==> config.mk <==
export PLATFORM = sky130hd
export DESIGN_NAME = bp_fe_bht_ctrl
export DESIGN_NICKNAME = d
export VERILOG_FILES = /design/src/rtl/bp_fe_bht_ctrl.sv
export SDC_FILE = /design/constraint.sdc
export NUM_CORES = 1
export LEC_CHECK = 0
export BUFFER_PORTS_ARGS = -buffer_cell sky130_fd_sc_hd__buf_2
export CAP_MARGIN = 20
export CORE_MARGIN = 3
export CORE_UTILIZATION = 25
export CTS_CLUSTER_SIZE = 25
export DETAILED_ROUTE_END_ITERATION = 6
export PLACE_DENSITY = 0.53
export SETUP_SLACK_MARGIN = 0.15
export SLEW_MARGIN = 25
export SYNTH_ARGS = -nofsm -noshare
export SYNTH_HDL_FRONTEND = slang
export SYNTH_SLANG_ARGS = --single-unit
==> constraint.sdc <==
create_clock -name clk_i -period 3.9 [get_ports clk_i]
set_clock_uncertainty 0.05 [all_clocks]
set_input_delay 1.17 -clock clk_i [delete_from_list [all_inputs] [get_ports clk_i]]
set_output_delay 1.17 -clock clk_i [all_outputs]
set_load 0.03 [all_outputs]
==> src/rtl/bp_fe_bht_ctrl.sv <==
// Access scheduler for a 1RW branch history table: arbitrates lookups against buffered counter updates.
// Optional statistics counters are built when BP_FE_BHT_CTRL_STATS_EN is defined; otherwise they read 0.
module bp_fe_bht_ctrl #(
  parameter int bht_idx_width_p = 9,
  parameter int fifo_els_p      = 4,
  parameter int max_starve_p    = 8,
  parameter int stat_width_p    = 16
) (
  input  logic                       clk_i,
  input  logic                       reset_n_i,
  input  logic                       pred_v_i,
  input  logic [bht_idx_width_p-1:0] pred_idx_i,
  output logic                       pred_ready_o,
  output logic                       pred_v_o,
  input  logic                       upd_v_i,
  input  logic [bht_idx_width_p-1:0] upd_idx_i,
  input  logic                       upd_correct_i,
  output logic                       upd_ready_o,
  input  logic                       drain_i,
  output logic                       drain_done_o,
  output logic                       r_v_o,
  output logic [bht_idx_width_p-1:0] idx_r_o,
  output logic                       w_v_o,
  output logic [bht_idx_width_p-1:0] idx_w_o,
  output logic                       correct_o,
  output logic [stat_width_p-1:0]    stall_cnt_o,
  output logic [stat_width_p-1:0]    force_cnt_o
);

  localparam int ptr_w    = (fifo_els_p > 1) ? $clog2(fifo_els_p) : 1;
  localparam int cnt_w    = ptr_w + 1;
  localparam int starve_w = $clog2(max_starve_p + 1);

  localparam logic [cnt_w-1:0]    lp_full_cnt   = cnt_w'(fifo_els_p);
  localparam logic [starve_w-1:0] lp_starve_max = starve_w'(max_starve_p);

  typedef enum logic [1:0] {
    e_run   = 2'd0,
    e_drain = 2'd1,
    e_done  = 2'd2
  } state_e;

  state_e r_state;
  state_e w_state_next;

  logic [bht_idx_width_p-1:0] r_fifo_idx  [fifo_els_p];
  logic                       r_fifo_corr [fifo_els_p];
  logic [ptr_w-1:0]           r_rd_ptr;
  logic [ptr_w-1:0]           r_wr_ptr;
  logic [cnt_w-1:0]           r_count;
  logic [cnt_w-1:0]           w_count_next;
  logic [starve_w-1:0]        r_starve_cnt;
  logic [starve_w-1:0]        w_starve_next;

  logic w_empty;
  logic w_full;
  logic w_enq;
  logic w_deq;
  logic w_force;

  assign w_empty = (r_count == '0);
  assign w_full  = (r_count == lp_full_cnt);
  assign w_enq   = upd_v_i & upd_ready_o;
  assign w_deq   = w_v_o;

  // Lookup index passes straight through; write side always comes from the FIFO head.
  assign idx_r_o   = pred_idx_i;
  assign idx_w_o   = r_fifo_idx[r_rd_ptr];
  assign correct_o = r_fifo_corr[r_rd_ptr];

  // ---------------------------------------------------------------------------
  // State register
  // ---------------------------------------------------------------------------
  always_ff @(posedge clk_i or negedge reset_n_i) begin
    if (!reset_n_i) begin
      r_state <= e_run;
    end else begin
      r_state <= w_state_next;
    end
  end

  // ---------------------------------------------------------------------------
  // Next-state logic
  // ---------------------------------------------------------------------------
  always_comb begin
    w_state_next = r_state;
    case (r_state)
      e_run: begin
        if (drain_i) begin
          w_state_next = e_drain;
        end
      end
      e_drain: begin
        // Leave as soon as this cycle's write empties the FIFO (or it was already empty).
        if (w_count_next == '0) begin
          w_state_next = e_done;
        end
      end
      e_done: begin
        if (!drain_i) begin
          w_state_next = e_run;
        end
      end
      default: begin
        w_state_next = e_run;
      end
    endcase
  end

  // ---------------------------------------------------------------------------
  // Output / arbitration logic
  // ---------------------------------------------------------------------------
  always_comb begin
    r_v_o        = 1'b0;
    w_v_o        = 1'b0;
    pred_ready_o = 1'b0;
    upd_ready_o  = 1'b0;
    drain_done_o = 1'b0;
    w_force      = 1'b0;
    case (r_state)
      e_run: begin
        w_force     = ~w_empty & (w_full | (r_starve_cnt == lp_starve_max));
        upd_ready_o = ~w_full;
        if (w_force) begin
          w_v_o = 1'b1;
        end else begin
          pred_ready_o = 1'b1;
          if (pred_v_i) begin
            r_v_o = 1'b1;
          end else if (!w_empty) begin
            w_v_o = 1'b1;
          end
        end
      end
      e_drain: begin
        w_v_o = ~w_empty;
      end
      e_done: begin
        drain_done_o = 1'b1;
      end
      default: begin
      end
    endcase
  end

  // ---------------------------------------------------------------------------
  // Update FIFO
  // ---------------------------------------------------------------------------
  always_comb begin
    w_count_next = r_count;
    case ({w_enq, w_deq})
      2'b10:   w_count_next = r_count + cnt_w'(1);
      2'b01:   w_count_next = r_count - cnt_w'(1);
      default: w_count_next = r_count;
    endcase
  end

  always_ff @(posedge clk_i or negedge reset_n_i) begin
    if (!reset_n_i) begin
      r_rd_ptr <= '0;
      r_wr_ptr <= '0;
      r_count  <= '0;
    end else begin
      if (w_enq) begin
        r_wr_ptr <= r_wr_ptr + ptr_w'(1);
      end
      if (w_deq) begin
        r_rd_ptr <= r_rd_ptr + ptr_w'(1);
      end
      r_count <= w_count_next;
    end
  end

  // Payload storage carries no reset; occupancy alone decides what is valid.
  always_ff @(posedge clk_i) begin
    if (w_enq) begin
      r_fifo_idx[r_wr_ptr]  <= upd_idx_i;
      r_fifo_corr[r_wr_ptr] <= upd_correct_i;
    end
  end

  // ---------------------------------------------------------------------------
  // Starvation counter and read-valid pipeline
  // ---------------------------------------------------------------------------
  always_comb begin
    w_starve_next = r_starve_cnt;
    if (w_v_o || w_empty) begin
      w_starve_next = '0;
    end else if (r_v_o && (r_starve_cnt != lp_starve_max)) begin
      w_starve_next = r_starve_cnt + starve_w'(1);
    end
  end

  always_ff @(posedge clk_i or negedge reset_n_i) begin
    if (!reset_n_i) begin
      r_starve_cnt <= '0;
      pred_v_o     <= 1'b0;
    end else begin
      r_starve_cnt <= w_starve_next;
      pred_v_o     <= r_v_o;
    end
  end

  // ---------------------------------------------------------------------------
  // Statistics
  // ---------------------------------------------------------------------------
`ifdef BP_FE_BHT_CTRL_STATS_EN
  logic [stat_width_p-1:0] r_stall_cnt;
  logic [stat_width_p-1:0] r_force_cnt;
  logic                    w_stall;

  assign w_stall = pred_v_i & ~pred_ready_o;

  always_ff @(posedge clk_i or negedge reset_n_i) begin
    if (!reset_n_i) begin
      r_stall_cnt <= '0;
      r_force_cnt <= '0;
    end else begin
      if (w_stall && !(&r_stall_cnt)) begin
        r_stall_cnt <= r_stall_cnt + stat_width_p'(1);
      end
      if (w_force && !(&r_force_cnt)) begin
        r_force_cnt <= r_force_cnt + stat_width_p'(1);
      end
    end
  end

  assign stall_cnt_o = r_stall_cnt;
  assign force_cnt_o = r_force_cnt;
`else
  assign stall_cnt_o = '0;
  assign force_cnt_o = '0;
`endif

endmodule

; Word level (Yosys, flattened, before mapping)
; Memories as Yosys holds them, arrays and structs flattened.
; Cells that the tools add are included.
; W data, S select, Z words.
[op_classes]
add_sub_neg = 5
multipliers = 0
div = 0
magnitude_cmp = 0
n_eq_ne = 10
n_shift = 0
n_mux = 20
bitwise_logic = 5
n_reduce_logical = 7
[op_table]
columns = op, count
row1 = $mux W1, 12
row2 = $mux W4, 2
row3 = $logic_not A3 Y1, 2
row4 = $mux W2, 3
row5 = $ne A2 B2 Y1 const B, 3
row6 = $pmux W2 S3, 1
row7 = $pmux W3 S2, 1
row8 = $add A2 B1 Y2 const B, 2
row9 = $add A4 B1 Y4 const B, 1
row10 = $eq A2 B1 Y1 const B, 2
row11 = $eq A2 B2 Y1 const B, 2
row12 = $eq A4 B4 Y1 const B, 1
row13 = $ne A4 B4 Y1 const B, 1
row14 = $add A3 B1 Y3 const B, 1
row15 = $eq A3 B3 Y1 const B, 1
row16 = $reduce_and A3 Y1, 1
row17 = $sub A3 B1 Y3 const B, 1
row18 = $and A1 B1 Y1, 2
row19 = $logic_not A2 Y1, 1
row20 = $not A1 Y1, 2
row21 = $pmux W1 S2, 1
row22 = $reduce_bool A2 Y1, 1
row23 = $logic_and A1 B1 Y1, 1
row24 = $logic_or A1 B1 Y1, 1
row25 = $or A1 B1 Y1, 1
[totals]
regBits = 14
latch_bits = 0
ramBits = 40
rom_bits = 0
inputBits = 24
out_inout_bits = 57
elab_cells = 55
n_memories = 2
[mem_list]
columns = name, words, word_bits, read_ports, rd_ports_with_merged_regs, wr, line_no
row1 = r_fifo_idx, 4, 9, 1, 0, 1, 46  ; logic [bht_idx_width_p-1:0] r_fifo_idx [fifo_els_p];
row2 = r_fifo_corr, 4, 1, 1, 0, 1, 47  ; logic r_fifo_corr [fifo_els_p];

; Logic depth before layout (Yosys ltp)
; Gate-level depths: netlist (run 1).
[logic_depth]
ltp_word = 10
ltp_mapped = 11

; Worst setup path after synthesis (run 1)
; OpenSTA, ideal clock, no wires.
[synth_timing]
path_kind = input port to flip-flop
start = input port pred_v_i
end = register r_state[1]
arrival_time_ns = 3.360
required_time_ns = 3.767
setup_slack_ns = 0.407
stages = 9
cell_sequence = nor2b_1 > a311oi_2 > ha_1 > inv_1 > fa_1 > xor2_1 > mux2i_1 > nand3_1 > o21ai_0
[synth_between]
elab_chain_len = 8
elab_cells_between_ends = 9
classes_between = eq/ne: 3 / mux: 4 / reduce/logical: 2
[synth_rtl]
columns = item, line_no
row1 = from (decl), 11  ; input logic pred_v_i,
row2 = $mux W1 (*), 128  ; if (pred_v_i) begin
row3 = $mux W1 (*), 124  ; if (w_force) begin
row4 = $pmux W1 S2 (*), 120  ; case (r_state)
row5 = via w_v_o, 23  ; output logic w_v_o,
row6 = $eq A2 B1 Y1 or $eq A2 B2 Y1 (tied branches), 151  ; case ({w_enq, w_deq})
row7 = $pmux W3 S2 (*), 151
row8 = $logic_not A3 Y1 (*), 95  ; if (w_count_next == '0) begin
row9 = $ne A2 B2 Y1 (no line) (*), --
row10 = $reduce_and A3 Y1 (no line) (*), --
row11 = to (signal assigned), 76  ; r_state <= e_run;
row12 = to (signal assigned), 78  ; r_state <= w_state_next;
row13 = to (decl), 43  ; state_e r_state;
; Mark *: on every way through the listed nets, which the timed path passes. The rest lies on a longest branch.
; A chain may end at the register's enable or synchronous reset.

; Worst setup path after layout (run 1)
[layout_timing]
start = input port pred_v_i
end = output port w_v_o
[layout_between]
elab_chain_len = 3
[layout_rtl]
columns = item, line_no
row1 = $mux W1, 128
row2 = $mux W1, 124
row3 = $pmux W1 S2, 120
row4 = to (decl), 23
; Every way passes these cells.

==> impl_metrics.json, run 1 <==
{
  "status": "complete, no violations",
  "cp_max_fo": 4,
  "grt_max_degree": 17,
  "crit-reg2reg-capture": "r_state[1]",
  "hold_class": "reg -> reg",
  "worstMarginPinSlew_ps": 746,
  "sequentialPowerShare": 0.431,
  "area_growth_pct": 7.42,
  "io_pins": 81,
  "critPathRequiredTime_ps": 2680,
  "drt_iter0_markers": 34,
  "finalSetupViolCount": 0,
  "num_rows": 36,
  "seqCellArea_um2": 1550,
  "wirelength_mm": 4.36,
  "clock_path_buffers": 2,
  "p_int_w": 0.00117,
  "cp.depth": 4,
  "r2r_slack_ps": 1040,
  "irDropWorstVdd_mv": 0.330,
  "finalCriticalPeriod_ps": 3400,
  "drv_cap": 0,
  "cts.sinks": 54,
  "tritoncts": "built",
  "worstSkewPairLatency_ps": 300,
  "firstDrtPassIters": 4,
  "via_per_inst": 3.80,
  "final_nets": 232,
  "crit_path_frequent_cell": "buf_2",
  "rsz0062_at_grt": "false",
  "die_y_um": 108,
  "final_layout_size_suffix_gt1_frac": 0.290,
  "p_sw_frac": 0.397,
  "slew_violations": 0,
  "grt_overflow": 0,
  "dr_total_vias": 1265,
  "crit_path_start_kind": "input pin",
  "finalSetupTns_ps": 0,
  "dp_hpwl_mm": 3.15,
  "start_util": 0.263,
  "path_delay_family": "compound AO/OA/AOI/OAI gates",
  "crit_chain": "buf_2 > nor2b_1 > a311oi_2 > buf_2",
  "port_buffers": 30,
  "fill_cells": 1015,
  "reg2reg_depth": 11,
  "coreArea_um2": 9950,
  "critPathArrivalTime_ps": 2180,
  "hold_buffers": 0,
  "grt_pass1_vias": 1301,
  "grt_use_total": 0.0763,
  "drc": 0,
  "path_class": "in -> out",
  "cts_setup_buffers": 0,
  "ctsResizeCount": 0,
  "ys_async_sr_fraction": 0.259,
  "avgRoutedWirePerCell_um": 13.1,
  "grt_first_pass_wirelength_mm": 6.83,
  "place.gp.congestion": 0.671,
  "crit_end": "w_v_o",
  "diodes": 0,
  "slew_headroom": 0.503,
  "finalInstanceArea_um2": 2810,
  "power_per_cell_area_nw_per_um2": 689,
  "ys_seq_elements": 54,
  "clk_pin_slew_worst_paths_ps": 100,
  "critPathMaxStageDelay_ps": 470,
  "whs_path_depth": 1,
  "crit_buf_inv": 2,
  "ys_seq_area_frac": 0.593,
  "end_kind": "output pin",
  "numCtsBuffers": 5,
  "die_w_um": 108,
  "final_cells": 333,
  "yosys_warnings": 0,
  "dp.cells": 326,
  "synth_cell_types": 35,
  "max_freq_mhz": 294,
  "antenna_found_initial": 0,
  "finalHoldViolations": 0,
  "cts.htree.levels": 2,
  "cts_root_buf": "clkbuf_8",
  "p_clk_frac": 0.154,
  "cp-startpoint": "pred_v_i",
  "final.period_utilization": 0.872,
  "multiInputGateArea_um2": 828,
  "net-switching-power_w": 0.000768,
  "synth_ff_type": "edfxtp_1",
  "timing.rr.start": "r_starve_cnt[0]",
  "avgSynthCellArea_um2": 14.9,
  "die_area_um2": 11700,
  "place_area_um2": 2730,
  "pwr-share-comb": 0.414,
  "netlist_area_um2": 2620,
  "synth_cells": 176,
  "ant_nets": 0,
  "synth-edff-count": 40,
  "crit_slowest_cell": "a311oi_2",
  "leakage_nw": 1.12
}
## sequential cells by signal (all words and copies together), names as in the netlist
signal / count
pred_v_o: 1
r_count: 3
r_fifo_corr: 4
r_fifo_idx: 36
r_rd_ptr: 2
r_starve_cnt: 4
r_state: 2
r_wr_ptr: 2
## worst register-to-register path: cells and delay by family (launching register included)
| kind | cells | cell delay (ps) |
|---|---|---|
| adders and majority gates | 3 | 810 |
| buffers and inverters | 2 | 160 |
| DFF | 1 | 400 |
| muxes | 1 | 260 |
| xor gates and xnor gates | 1 | 210 |
| and+or+nand+nor | 2 | 260 |
| AOI/OAI and AO/OA | 2 | 630 |
## power by group through the flow
stage	combinational (W)	sequential, W	clock [W]
floorplan	0.000744	0.000777	0
global placement	0.000803	0.000853	0
detailed placement	0.000817	0.000854	0
CTS	0.000818	0.000842	0.000315
global route	0.000879	0.000858	0.000339
finish	0.000802	0.000835	0.000298
## worst min path at each step
stage,start,to
2_1_floorplan,r_wr_ptr[0],r_wr_ptr[0]
3_3_place_gp,r_wr_ptr[0],r_wr_ptr[0]
3_5_place_dp,r_wr_ptr[0],r_wr_ptr[0]
4_1_cts,r_wr_ptr[0],r_wr_ptr[0]
5_1_grt,r_wr_ptr[0],r_wr_ptr[0]
6_report,r_wr_ptr[0],r_wr_ptr[0]
## through the flow
step / setup slack [ps] / util / hold slack, ps / total power [W]
floorplan: 407 / - / 446 / 0.00152
global placement: 474 / 0.274 / 479 / 0.00166
detailed placement: 426 / 0.274 / 482 / 0.00167
CTS: 471 / 0.282 / 501 / 0.00197
global route: 393 / 0.282 / 534 / 0.00208
finish: 501 / 0.282 / 496 / 0.00194
## metal layers
| layer | global-route usage | wire, um | share of wire | vias up |
|---|---|---|---|---|
| met4 | 0.0198 | 26 | 0.0060 | 0 |
| met5 | 0 | 0 | 0 | - |
| li1 | - | - | - | 603 |
| met1 | 0.0923 | 1850 | 0.42 | 617 |
| met2 | 0.133 | 2160 | 0.50 | 43 |
| met3 | 0.0227 | 315 | 0.072 | 2 |
## Yosys cell counts, types with 2 or more instances
cell,number,area (um2)
and3_2,4,30.0
edfxtp_1,40,1200
nand2_1,2,7.51
inv_1,8,30.0
dfrtp_1,14,350
or2_2,2,12.5
xor2_1,4,35.0
xnor2_1,4,35.0
mux2i_1,4,40.0
mux4_2,10,225
buf_4,41,308
buf_2,2,10.0
nand3b_1,2,15.0
nor2_1,8,30.0
nand3_1,4,20.0
ha_1,7,87.6
nor2b_1,2,12.5
## area by class of cell
| cell class | count | area share |
|---|---|---|
| Clock buffer | 5 | 0.0245 |
| Sequential cell | 54 | 0.552 |
| Timing Repair Buffer | 30 | 0.0535 |
| Inverter | 8 | 0.0107 |
| Tap cell | 133 | 0.0592 |
| Clock inverter | 2 | 0.00490 |
| Multi-Input combinational cell | 101 | 0.295 |
## placed cells by master (no fill, tap or decap), types with 2 or more instances in the layout
cell type / netlist / final
and3_2: 4 / 4
conb_1: 1 / 32
edfxtp_1: 40 / 40
mux2i_1: 4 / 4
nand2_1: 2 / 2
nand3_1: 4 / 4
xor2_1: 4 / 4
nor2b_1: 2 / 2
nand3b_1: 2 / 2
inv_1: 8 / 8
or2_2: 2 / 2
clkbuf_8: 0 / 5
buf_2: 2 / 30
ha_1: 7 / 7
nor2_1: 8 / 8
xnor2_1: 4 / 4
mux4_2: 10 / 10
dfrtp_1: 14 / 14
## kinds of logic after synthesis
| logic type | Yosys count | share of synthesized area |
|---|---|---|
| AOI/OAI and AO/OA | 7 | 0.0215 |
| buffers and inverters | 52 | 0.134 |
| and+or+nand+nor | 31 | 0.0742 |
| DFF | 54 | 0.593 |
| xor gates and xnor gates | 8 | 0.0268 |
| muxes | 15 | 0.107 |
| adders and majority gates | 8 | 0.0411 |
| other | 1 | 0.00143 |
(Power assumes the default switching activity.)
==> inputs of run 2 (changes only) <==
--- a/config.mk
+++ b/config.mk
@@ -7,11 +7,14 @@
 export LEC_CHECK = 0
 export BUFFER_PORTS_ARGS = -buffer_cell sky130_fd_sc_hd__buf_2
 export CAP_MARGIN = 20
+export CELL_PAD_IN_SITES_DETAIL_PLACEMENT = 0
+export CELL_PAD_IN_SITES_GLOBAL_PLACEMENT = 1
+export CORE_ASPECT_RATIO = 1.25
 export CORE_MARGIN = 3
 export CORE_UTILIZATION = 25
-export CTS_CLUSTER_SIZE = 25
+export CTS_CLUSTER_SIZE = 8
 export DETAILED_ROUTE_END_ITERATION = 6
-export PLACE_DENSITY = 0.53
+export PLACE_DENSITY = 0.61
 export SETUP_SLACK_MARGIN = 0.15
 export SLEW_MARGIN = 25
 export SYNTH_ARGS = -nofsm -noshare
==> run 2 against run 1 <==
Effect of this change:
- sequential share of layout area is 1.2 points lower
- sequential power is 0.6% higher
- final cell count is 0.90% lower
- fmax is 2.1% higher
- die area hardly changed
- first-iteration DRC count is 15% lower
- via count is 3.2% higher
- cell area is 2.1% higher
- sequential cell count stayed put
- worst hold slack worse by 18 ps
- critical path type unchanged
- largest power group unchanged
==> impl_metrics.json, run 2 (synthesis gave the netlist of run 1 again) <==
{
  "grt_overflow": 0,
  "finalCriticalPeriod_ps": 3330,
  "crit_path_start_kind": "input pin",
  "finalInstanceArea_um2": 2870,
  "final_cells": 330,
  "path_class": "in -> out",
  "critPathRequiredTime_ps": 2680,
  "wirelength_mm": 4.31,
  "place.gp.congestion": 0.724,
  "slew_violations": 0,
  "cts_setup_buffers": 0,
  "coreArea_um2": 10200,
  "die_area_um2": 11700,
  "largest_register_ffs": 36,
  "pre_cts_ws_ps": 501,
  "numCtsBuffers": 5,
  "dp_hpwl_mm": 3.10,
  "critPathArrivalTime_ps": 2110,
  "worstSkewPairLatency_ps": 290,
  "finalSetupTns_ps": 0,
  "dp.cells": 323,
  "grt_pass1_vias": 1320,
  "cts.sinks": 54,
  "num_rows": 41,
  "regMostFlops": "r_fifo_idx",
  "dr_total_vias": 1305,
  "grt_max_degree": 17,
  "via_per_inst": 3.95,
  "io_pins": 81,
  "ctsResizeCount": 0,
  "die_y_um": 120,
  "cp_max_fo": 4,
  "multiInputGateArea_um2": 828,
  "clk_pin_slew_worst_paths_ps": 60,
  "reg_top3": "r_fifo_idx (36), r_fifo_corr (4), r_starve_cnt (4)",
  "irDropWorstVdd_mv": 0.300,
  "cts_root_buf": "clkbuf_16",
  "place_area_um2": 2730,
  "worstMarginPinSlew_ps": 736,
  "grt_use_total": 0.0765,
  "rsz0062_at_grt": "false",
  "hold_buffers": 0,
  "drt_iter0_markers": 29,
  "final_layout_size_suffix_gt1_frac": 0.294,
  "area_growth_pct": 9.71,
  "die_w_um": 97.5,
  "seqCellArea_um2": 1550,
  "mostFrequentLayoutCells": "40 x edfxtp_1, 32 x conb_1, 30 x buf_2",
  "finalSetupViolCount": 0,
  "fin_ws_ps": 571,
  "avgRoutedWirePerCell_um": 13.1,
  "leakage_nw": 1.14,
  "power_per_cell_area_nw_per_um2": 723,
  "drv_cap": 0,
  "tritoncts": "built",
  "cts.htree.levels": 2,
  "firstDrtPassIters": 4,
  "end_kind": "output pin",
  "slew_headroom": 0.509,
  "diodes": 0,
  "port_buffers": 30,
  "fill_cells": 1045,
  "fin_util": 0.282,
  "status": "complete, no violations",
  "max_freq_mhz": 300,
  "grt_first_pass_wirelength_mm": 6.80,
  "clock_path_buffers": 2,
  "finalHoldViolations": 0,
  "drc": 0,
  "final.period_utilization": 0.854,
  "final_common_cell": "edfxtp_1",
  "antenna_found_initial": 0,
  "hold_class": "reg -> reg",
  "final_nets": 233,
  "start_util": 0.257,
  "ant_nets": 0
}
[run 2: final timing paths]
kind | startpoint | to | slack, ps | cells past startpoint
max | pred_v_i | w_v_o | 570 | 4
min | r_wr_ptr[0] | r_wr_ptr[0] | 480 | 1
max reg2reg | r_starve_cnt[0] | r_state[1] | 1040 | 11
min reg2reg | r_wr_ptr[0] | r_wr_ptr[0] | 480 | 1
max in group asynchronous | reset_n_i | r_wr_ptr[0] | 2820 | 1
min in group asynchronous | reset_n_i | r_starve_cnt[1] | 720 | 1
[run 2: critical path, stage by stage]
cell and delay [ps]:
buf_2 100, nor2b_1 140, a311oi_2 420, buf_2 280
[run 2: metrics by stage]
step | hold slack, ps | total power (W)
floorplan | 446 | 0.00152
global placement | 474 | 0.00167
detailed placement | 475 | 0.00168
CTS | 486 | 0.00211
global route | 533 | 0.00221
finish | 478 | 0.00207
[run 2: cell type report]
class                      count  area share
tap                          129      0.0563
inverter                       8      0.0105
multi-input combinational    101       0.289
clock inverter                 2     0.00523
timing repair buffer          31      0.0549
clock buffer                   5      0.0436
sequential                    54       0.541
[run 2: layer usage]
| layer | part of all wire | track usage |
|---|---|---|
| met5 | 0 | 0 |
| met4 | 0.012 | 0.0208 |
| met3 | 0.063 | 0.0312 |
| met2 | 0.51 | 0.125 |
| met1 | 0.41 | 0.0935 |
[run 2: where the power goes]
part,switching (W),internal (W)
logic,0.000472,0.000340
registers,0.000129,0.000710
clock network,0.000187,0.000234
total,0.000789,0.00128
==> inputs of run 3 (changes only) <==
--- a/config.mk
+++ b/config.mk
@@ -5,7 +5,6 @@
 export SDC_FILE = /design/constraint.sdc
 export NUM_CORES = 1
 export LEC_CHECK = 0
-export BUFFER_PORTS_ARGS = -buffer_cell sky130_fd_sc_hd__buf_2
 export CAP_MARGIN = 20
 export CELL_PAD_IN_SITES_DETAIL_PLACEMENT = 0
 export CELL_PAD_IN_SITES_GLOBAL_PLACEMENT = 1
@@ -14,7 +13,8 @@
 export CORE_UTILIZATION = 25
 export CTS_CLUSTER_SIZE = 8
 export DETAILED_ROUTE_END_ITERATION = 6
-export PLACE_DENSITY = 0.61
+export DONT_BUFFER_PORTS = 1
+export PLACE_DENSITY = 0.53
 export SETUP_SLACK_MARGIN = 0.15
 export SLEW_MARGIN = 25
 export SYNTH_ARGS = -nofsm -noshare
==> run 3 against run 2 <==
Effect of this change:
- first-iteration DRC count is 69% higher
- power shrank 1.6%
- register-to-register slack improved by 20 ps
- highest routed layer unchanged
==> impl_metrics.json, run 3 (synthesis gave the netlist of run 1 again) <==
{
  "status": "complete, no violations",
  "clock_path_buffers": 2,
  "drv_cap": 0,
  "die_area_um2": 11700,
  "cp-startpoint": "r_count[2]",
  "final_nets": 204,
  "cts.htree.levels": 2,
  "io_pins": 81,
  "antenna_found_initial": 0,
  "ctsResizeCount": 0,
  "reg_top3": "r_fifo_idx (36), r_fifo_corr (4), r_starve_cnt (4)",
  "dp_hpwl_mm": 3.07,
  "hp-start": "r_wr_ptr[0]",
  "cts_root_buf": "clkbuf_16",
  "largest_register_ffs": 36,
  "rsz0062_at_grt": "false",
  "grt_pass1_vias": 1224,
  "slew_violations": 0,
  "leakage_nw": 1.04,
  "area_growth_pct": 4.78,
  "avgRoutedWirePerCell_um": 14.3,
  "diodes": 0,
  "coreArea_um2": 10200,
  "fin_ws_ps": 714,
  "finalCriticalPeriod_ps": 3190,
  "crit_path_start_kind": "flop",
  "mostFrequentLayoutCells": "40 x edfxtp_1, 32 x conb_1, 14 x dfrtp_1",
  "finalSetupViolCount": 0,
  "grt_first_pass_wirelength_mm": 6.69,
  "via_per_inst": 3.99,
  "grt_overflow": 0,
  "pre_cts_ws_ps": 731,
  "die_y_um": 120,
  "start_util": 0.257,
  "place.gp.congestion": 0.680,
  "finalHoldViolations": 0,
  "final_common_cell": "edfxtp_1",
  "slew_headroom": 0.500,
  "cp_max_fo": 6,
  "finalSetupTns_ps": 0,
  "hold_buffers": 0,
  "hold_class": "reg -> reg",
  "drc": 0,
  "worstMarginPinSlew_ps": 750,
  "end_kind": "output pin",
  "num_rows": 41,
  "max_freq_mhz": 314,
  "firstDrtPassIters": 4,
  "cts.sinks": 54,
  "ant_nets": 0,
  "regMostFlops": "r_fifo_idx",
  "timing.rr.start": "r_count[0]",
  "wirelength_mm": 4.31,
  "worstSkewPairLatency_ps": 290,
  "dr_total_vias": 1206,
  "die_w_um": 97.5,
  "grt_max_degree": 20,
  "numCtsBuffers": 5,
  "finalInstanceArea_um2": 2740,
  "drt_iter0_markers": 49,
  "crit_slowest_cell": "dfrtp_1",
  "fill_cells": 1050,
  "clk_pin_slew_worst_paths_ps": 70,
  "port_buffers": 0,
  "irDropWorstVdd_mv": 0.369,
  "tritoncts": "built",
  "critPathRequiredTime_ps": 2680,
  "crit_chain": "or3b_4 > nor3b_4 > o21a_1 > and2_1",
  "place_area_um2": 2590,
  "final.period_utilization": 0.817,
  "final_layout_size_suffix_gt1_frac": 0.179,
  "path_class": "reg -> out",
  "power_per_cell_area_nw_per_um2": 745,
  "grt_use_total": 0.0752,
  "critPathArrivalTime_ps": 1970,
  "critPathMaxStageDelay_ps": 450,
  "cts_setup_buffers": 0
}
run 3: critical path: cells and delay by family, from the launching register on:
family	cells	cell delay [ps]
flip-flops	1	450
AND/OR/NAND/NOR	3	870
AO/OA/AOI/OAI	1	350
run 3: stage by stage:
stage	utilization	power [W]	hold slack [ps]	instances
global placement	0.255	0.00161	473	294
CTS	0.270	0.00208	486	302
global route	0.270	0.00218	498	302
finish	0.270	0.00204	475	302
floorplan	-	0.00152	446	207
detailed placement	0.255	0.00162	475	294
run 3: power by group:
group	internal [W]	leakage, nW	switching, W	total, W
Clock	0.000245	0.0759	0.000212	0.000457
Sequential	0.000710	0.536	0.000135	0.000845
Combinational	0.000295	0.427	0.000444	0.000738
Total	0.00125	1.04	0.000790	0.00204
run 3: final timing paths:
path | endpoint | slack (ps) | cells after the start
hold reg to reg | r_wr_ptr[0] | 480 | 1
hold / removal | r_wr_ptr[0] | 480 | 1
setup / recovery | r_v_o | 710 | 4
setup reg to reg | r_state[1] | 1060 | 11
max in group asynchronous | r_wr_ptr[1] | 3210 | 0
min in group asynchronous | pred_v_o | 510 | 0
run 3: layout make-up:
class / count / area (um2) / share of cell area
inverters: 8 / 30.0 / 0.0110
clock inverters: 3 / 28.8 / 0.0105
multi-input cells: 101 / 828 / 0.302
clock buffers: 5 / 125 / 0.0457
repair buffers: 2 / 15.0 / 0.00548
flip-flops and latches: 54 / 1550 / 0.566
well taps: 129 / 161 / 0.0589
run 3: layer usage:
metal	part of all wire	wire (um)	vias up	global-route usage
li1	-	-	549	-
met1	0.39	1660	607	0.0783
met2	0.53	2290	45	0.133
met3	0.071	305	5	0.0300
met4	0.012	52	0	0.0338
met5	0	0	-	0
